[config.mk]
export PLATFORM = sky130hd
export DESIGN_NAME = vga_pixel_fetch
export DESIGN_NICKNAME = d
export VERILOG_FILES = /design/src/rtl/vga_pkg.sv /design/src/rtl/sync_fifo.sv /design/src/rtl/vga_pixel_fetch.sv
export SDC_FILE = /design/constraint.sdc
export NUM_CORES = 1
export LEC_CHECK = 0
export CAP_MARGIN = 20
export CELL_PAD_IN_SITES_DETAIL_PLACEMENT = 1
export CELL_PAD_IN_SITES_GLOBAL_PLACEMENT = 1
export CORE_ASPECT_RATIO = 1.1
export CORE_UTILIZATION = 25
export DETAILED_ROUTE_END_ITERATION = 8
export HOLD_SLACK_MARGIN = 0.06
export PLACE_DENSITY_LB_ADDON = 0.08
export SYNTH_ARGS = -nofsm -noshare
export SYNTH_HDL_FRONTEND = slang
export SYNTH_SLANG_ARGS = --single-unit
[constraint.sdc]
create_clock -name clk -period 8.45 [get_ports clk]
set_clock_uncertainty 0.2 [all_clocks]
set_input_delay 2.1125 -clock clk [delete_from_list [all_inputs] [get_ports clk]]
set_output_delay 2.1125 -clock clk [all_outputs]
set_load 0.05 [all_outputs]
[src/rtl/vga_pkg.sv]
// Shared types and constants for the VGA pixel fetch path.
package vga_pkg;

    localparam int BYTES_PER_WORD = 4;

    typedef enum logic [1:0] {
        IDLE = 2'd0,
        REQ  = 2'd1,
        WAIT = 2'd2,
        DONE = 2'd3
    } fetch_state_t;

    typedef logic [7:0] pixel_t;

endpackage

[src/rtl/sync_fifo.sv]
// Show-ahead word FIFO: head is the oldest entry, readable combinationally.
module sync_fifo #(
    parameter int WIDTH = 32,
    parameter int DEPTH = 4
) (
    input  logic                     clk,
    input  logic                     rst,
    input  logic                     push,
    input  logic                     pop,
    input  logic                     flush,
    input  logic [WIDTH-1:0]         din,
    output logic [WIDTH-1:0]         head,
    output logic [$clog2(DEPTH):0]   count,
    output logic                     empty,
    output logic                     full
);

    localparam int AW = $clog2(DEPTH);

    logic [WIDTH-1:0] mem_q [DEPTH];
    logic [AW-1:0]    wr_ptr_q, wr_ptr_d;
    logic [AW-1:0]    rd_ptr_q, rd_ptr_d;
    logic [AW:0]      count_q, count_d;
    logic             do_push, do_pop;

    assign empty   = (count_q == '0);
    assign full    = (count_q == (AW+1)'(DEPTH));
    assign count   = count_q;
    assign head    = mem_q[rd_ptr_q];
    assign do_pop  = pop && !empty && !flush;
    assign do_push = push && (!full || do_pop) && !flush;

    always_comb begin
        wr_ptr_d = wr_ptr_q;
        rd_ptr_d = rd_ptr_q;
        count_d  = count_q;
        if (flush) begin
            wr_ptr_d = '0;
            rd_ptr_d = '0;
            count_d  = '0;
        end else begin
            if (do_push) wr_ptr_d = wr_ptr_q + AW'(1);
            if (do_pop)  rd_ptr_d = rd_ptr_q + AW'(1);
            case ({do_push, do_pop})
                2'b10:   count_d = count_q + (AW+1)'(1);
                2'b01:   count_d = count_q - (AW+1)'(1);
                default: count_d = count_q;
            endcase
        end
    end

    always_ff @(posedge clk or negedge rst) begin
        if (!rst) begin
            wr_ptr_q <= '0;
            rd_ptr_q <= '0;
            count_q  <= '0;
        end else begin
            wr_ptr_q <= wr_ptr_d;
            rd_ptr_q <= rd_ptr_d;
            count_q  <= count_d;
        end
    end

    // Storage needs no reset: occupancy alone decides what is valid.
    always_ff @(posedge clk) begin
        if (do_push) mem_q[wr_ptr_q] <= din;
    end

endmodule

[src/rtl/vga_pixel_fetch.sv]
// Fetches 32-bit image words from memory and unpacks them little-endian
// into one 8-bit pixel per pix_req for the VGA colour stage.
module vga_pixel_fetch
    import vga_pkg::*;
#(
    parameter int                     DATA_WIDTH    = 32,
    parameter int                     ADDRESS_WIDTH = 32,
    parameter logic [ADDRESS_WIDTH-1:0] BASE_ADDR   = '0,
    parameter int                     IMG_W         = 160,
    parameter int                     IMG_H         = 120,
    parameter int                     FIFO_DEPTH    = 4
) (
    input  logic                     clk,
    input  logic                     rst,
    input  logic                     frame_start,
    input  logic                     pix_req,
    output logic [7:0]               pix_data,
    output logic                     pix_valid,
    output logic                     underflow,
    output logic [ADDRESS_WIDTH-1:0] mem_A,
    output logic                     mem_re,
    input  logic [DATA_WIDTH-1:0]    mem_RD
);

    localparam int TOTAL_WORDS = (IMG_W * IMG_H) / BYTES_PER_WORD;
    localparam int WC_W        = $clog2(TOTAL_WORDS + 1);
    localparam int CNT_W       = $clog2(FIFO_DEPTH) + 1;

    fetch_state_t             state_q, state_d;
    logic [ADDRESS_WIDTH-1:0] mem_a_q, mem_a_d;
    logic [WC_W-1:0]          word_cnt_q, word_cnt_d;
    logic [1:0]               byte_idx_q, byte_idx_d;
    logic                     underflow_q, underflow_d;

    logic                     fifo_push, fifo_pop, fifo_flush;
    logic                     fifo_empty, fifo_full;
    logic [DATA_WIDTH-1:0]    fifo_head;
    logic [CNT_W-1:0]         fifo_count;
    logic                     consume;
    pixel_t                   head_byte;

    sync_fifo #(
        .WIDTH (DATA_WIDTH),
        .DEPTH (FIFO_DEPTH)
    ) u_fifo (
        .clk   (clk),
        .rst   (rst),
        .push  (fifo_push),
        .pop   (fifo_pop),
        .flush (fifo_flush),
        .din   (mem_RD),
        .head  (fifo_head),
        .count (fifo_count),
        .empty (fifo_empty),
        .full  (fifo_full)
    );

    assign head_byte = fifo_head[{byte_idx_q, 3'b000} +: 8];
    assign pix_valid = !fifo_empty;
    assign pix_data  = pix_valid ? head_byte : 8'h00;
    assign underflow = underflow_q;
    assign mem_A     = mem_a_q;
    assign consume   = pix_req && pix_valid && !frame_start;
    assign fifo_pop  = consume && (byte_idx_q == 2'd3);

    always_comb begin
        state_d     = state_q;
        mem_a_d     = mem_a_q;
        word_cnt_d  = word_cnt_q;
        byte_idx_d  = byte_idx_q;
        underflow_d = underflow_q;
        mem_re      = 1'b0;
        fifo_push   = 1'b0;
        fifo_flush  = 1'b0;

        if (frame_start) begin
            // Restart wins over everything; an in-flight word is dropped by not pushing it.
            fifo_flush  = 1'b1;
            state_d     = REQ;
            mem_a_d     = BASE_ADDR;
            word_cnt_d  = '0;
            byte_idx_d  = '0;
            underflow_d = 1'b0;
        end else begin
            if (pix_req && !pix_valid) underflow_d = 1'b1;
            if (consume)               byte_idx_d  = byte_idx_q + 2'd1;

            case (state_q)
                REQ: begin
                    if (fifo_count < CNT_W'(FIFO_DEPTH)) begin
                        mem_re  = 1'b1;
                        state_d = WAIT;
                    end
                end
                WAIT: begin
                    fifo_push  = !fifo_full || fifo_pop;
                    mem_a_d    = mem_a_q + ADDRESS_WIDTH'(BYTES_PER_WORD);
                    word_cnt_d = word_cnt_q + WC_W'(1);
                    state_d    = (word_cnt_q == WC_W'(TOTAL_WORDS - 1)) ? DONE : REQ;
                end
                default: state_d = state_q;
            endcase
        end
    end

    always_ff @(posedge clk or negedge rst) begin
        if (!rst) begin
            state_q     <= IDLE;
            mem_a_q     <= BASE_ADDR;
            word_cnt_q  <= '0;
            byte_idx_q  <= '0;
            underflow_q <= 1'b0;
        end else begin
            state_q     <= state_d;
            mem_a_q     <= mem_a_d;
            word_cnt_q  <= word_cnt_d;
            byte_idx_q  <= byte_idx_d;
            underflow_q <= underflow_d;
        end
    end

endmodule

==> summary.txt <==
STA
  – Final hold vios: 0
  – Fin crit period: around 5.6 ns
  – RSZ-0062 raised after global routing: no
  – Slew margin rel.: 0.420
  – Slew @ Worst Pin: roughly 0.86 ns
  – Fin crit share: 0.659
  – Pins Over Slew Limit: 0
  – Final setup margin: 2.88 ns
  – Setup violators final: 0
  – Hold Slack: between 0.3 and 0.4 ns
  – F_max: ~180 MHz
  – Final TNS setup: 0 ns

Placed design
  – I/O Buffers: 76
  – DP Worst Slack: 2.87 ns
  – Post-DP HPWL: approximately 11,000 microns
  – RD Place Congestion: roughly 0.71
  – Cell Area, Placed: 9050 sq um
  – Placed instance count: 987

Critical path
  – Worst setup EP type: primary output
  – Startpoint Class: input pin
  – R2R depth: 6
  – Critical path class: input pin to primary output
  – Max FO, Critical Path: 2
  – CP Cell Sequence: buf_2 -> nor3_1 -> clkdlybuf4s50_1
  – CP max-delay cell: clkdlybuf4s50_1
  – Worst endpoint data arrival time: ~3.3 ns
  – Capturing point of the worst reg2reg path: u_fifo.mem_q[3][8]$_DFFE_PP_
  – Slowest cell delay on critical path: around 0.83 ns
  – Reg-to-Reg Start: byte_idx_q[1]$_DFFE_PN0P_
  – Flop2flop setup slack: around 5.4 ns
  – WP data required: 6.14 ns

Synthesis
  – Syn Inst Count: 514
  – Post-synthesis cell type count: 46
  – EDFF count, synth: between 100 and 150
  – Yosys reg bits: between 150 and 200
  – Avg Inst Size Synth: around 15 sq um
  – Main combinational cell family by area after synthesis: multiplexers
  – Area share of the largest cell type after synthesis: 0.492
  – Synth area leader: edfxtp_1
  – Post-synth top cells: edfxtp_1 (128), dfrtp_1 (55), mux4_2 (32)
  – Adder-Cell Fraction of Synth Area: 0.0138
  – Register area share after synthesis: 0.669
  – Post-synthesis mux area share: 0.120
  – Ys flop type: edfxtp_1
  – Synth Cell Area: 7810 sq um
  – Synth Area in Simple Gates: 0.106
  – Synth Area in Compound Gates: 0.0457
  – YS warnings: 0
  – Main area contributors after synthesis: edfxtp_1 (49%), dfrtp_1 (18%), mux4_2 (9.2%), mux2i_1 (2.2%), xor2_1 (1.7%)
  – Xor-xnor portion of the synthesized cell area: 0.0258
  – Most frequent cell after synthesis: edfxtp_1
  – Post-synth ARST share: 0.301

Detailed routing
  – DR DRC count: 0
  – DR WL/cell: roughly 18 microns
  – Total Wirelength: 18,800 microns
  – Routed vias/inst: 4.57
  – Vias: between 4,000 and 5,000
  – Antenna Nets Post-Route: 0
  – Router iterations before antenna repair: 4
  – Initial DRC Count: about 170

Global routing
  – GR Overflow Total: 0
  – Pin count of the biggest net entering global routing: 64
  – Vias in the first global route: 5,111
  – First-pass GRT wire length: roughly 30,000 microns
  – Initial antenna violation count: 0
  – Total GRT Usage: 0.124

Clocking
  – Hold buffers post-CTS: 0
  – CTS Buf Count: 17
  – Worst-Skew Late Latency: 0.43 ns
  – Setup bufs post-CTS: 0
  – CTS tree: yes
  – Max Buffers Root-to-Sink: 2
  – Clock Sinks: ~180
  – H-tree level count: 4
  – Post-CTS sizing: 0
  – Clk pin slew, worst setup/hold paths: about 0.07 ns
  – CTS root buffer: clkbuf_16

Final layout
  – Final non-filler cell total: just over 1,000
  – ANT cells: 0
  – Fill count: between 3,000 and 4,000
  – # nets final: 636
  – Register Area: about 5200 sq um
  – P&R area growth vs syn: 23.6%
  – Share of layout cells above drive strength 1: 0.144
  – Area of the multi-input gates: roughly 2400 sq um
  – Post-route cell area: 9650 sq um

Outcome
  – Status: complete, no violations

Floorplan
  – Die height: roughly 190 microns
  – Full die area: around 32,000 sq um
  – Chip width: 170 microns
  – Core area: a little over 30,000 sq um
  – IO Count: 79
  – Starting Density: 0.255
  – Row count: 67

Worst hold path
  – WHS Endpoint: underflow$_DFFE_PN0P_
  – Hold Path Stages: 2
  – Worst hold path type: register to register
  – Hold Startpoint: underflow$_DFFE_PN0P_

Pwr
  – PwrDens: ~190 nW/um^2
  – P_leak: 0.00318 uW
  – Worst VDD drop: 0.117 mV

Job
  – Max-cap viol count: 0
state kept, by name, indices dropped and copies added (netlist names):
name             count
state_q              2
u_fifo.count         3
byte_idx_q           2
mem_A               30
u_fifo.mem_q       128
word_cnt_q          13
u_fifo.rd_ptr_q      2
u_fifo.wr_ptr_q      2
underflow            1
worst max-delay path: cells and delay by family:
kind,cells,cell delay [ns]
simple gates,1,0.20
buf+inv,2,0.95
per-layer routing:
layer  vias up  share of wire  global-route usage
li1       2153              -                   -
met1      2422           0.44               0.149
met5         -              0                   0
met3        13          0.037              0.0320
met2        69           0.52               0.215
met4         0          0.011              0.0364
report_power, final:
part / leakage (uW) / internal (uW) / switching, uW
Sequential: 0.00191 / 968 / 5.43
Clock: 0.000291 / 402 / 405
Combinational: 0.000978 / 30.7 / 49.3
Total: 0.00318 / 1400 / 460
cells by family (layout without fill, tap and decap cells):
group	Yosys count	after routing
other cells	1	2
xor+xnor	23	23
flops	183	183
mux	53	53
buf+inv	37	127
compound gates	59	59
simple gates	150	150
fa+ha+maj	8	8
worst max-delay path by stage:
stage,to,slack [ns],startpoint
6_report,mem_re,2.88,frame_start
2_1_floorplan,mem_re,2.55,frame_start
3_5_place_dp,mem_re,2.87,frame_start
4_1_cts,pix_data[1],2.84,u_fifo.rd_ptr_q[0]$_DFFE_PN0P_
5_1_grt,pix_data[4],2.80,u_fifo.rd_ptr_q[0]$_DFFE_PN0P_
3_3_place_gp,mem_re,2.89,frame_start
area by class of cell:
cell class | instances | share of cell area
flip-flops and latches | 183 | 0.541
repair buffers | 87 | 0.0871
clock inverters | 15 | 0.0183
clock buffers | 17 | 0.0441
multi-input cells | 295 | 0.253
inverters | 8 | 0.00311
well taps | 414 | 0.0537
metrics by stage:
stage	total power (uW)	utilization
2_1_floorplan	1030	-
3_5_place_dp	1080	0.296
6_report	1860	0.315
5_1_grt	1930	0.315
4_1_cts	1900	0.315
3_3_place_gp	1070	0.295
cell usage in the layout (no fill, tap or decap), types with 3 or more instances in the layout:
cell type and n:
nand3_1 13, mux2i_1 17, nor4_1 7, nand2_1 29, clkinv_8 5, clkbuf_16 17, and2_1 5, nor3_1 7
inv_6 4, and4_1 4, and3_1 3, buf_4 10, nor2_1 31, inv_1 7, a21oi_1 24, o21ai_0 8
mux2_2 4, xnor2_1 8, nor2b_1 4, edfxtp_1 128, or4_1 16, dfrtp_1 54, o31ai_1 15, nand4_1 11
o22ai_1 8, xor2_1 15, mux4_2 32, ha_1 7, clkdlybuf4s50_1 74, nand2b_1 7
No activity file was read; power rests on OpenSTA's default activity.
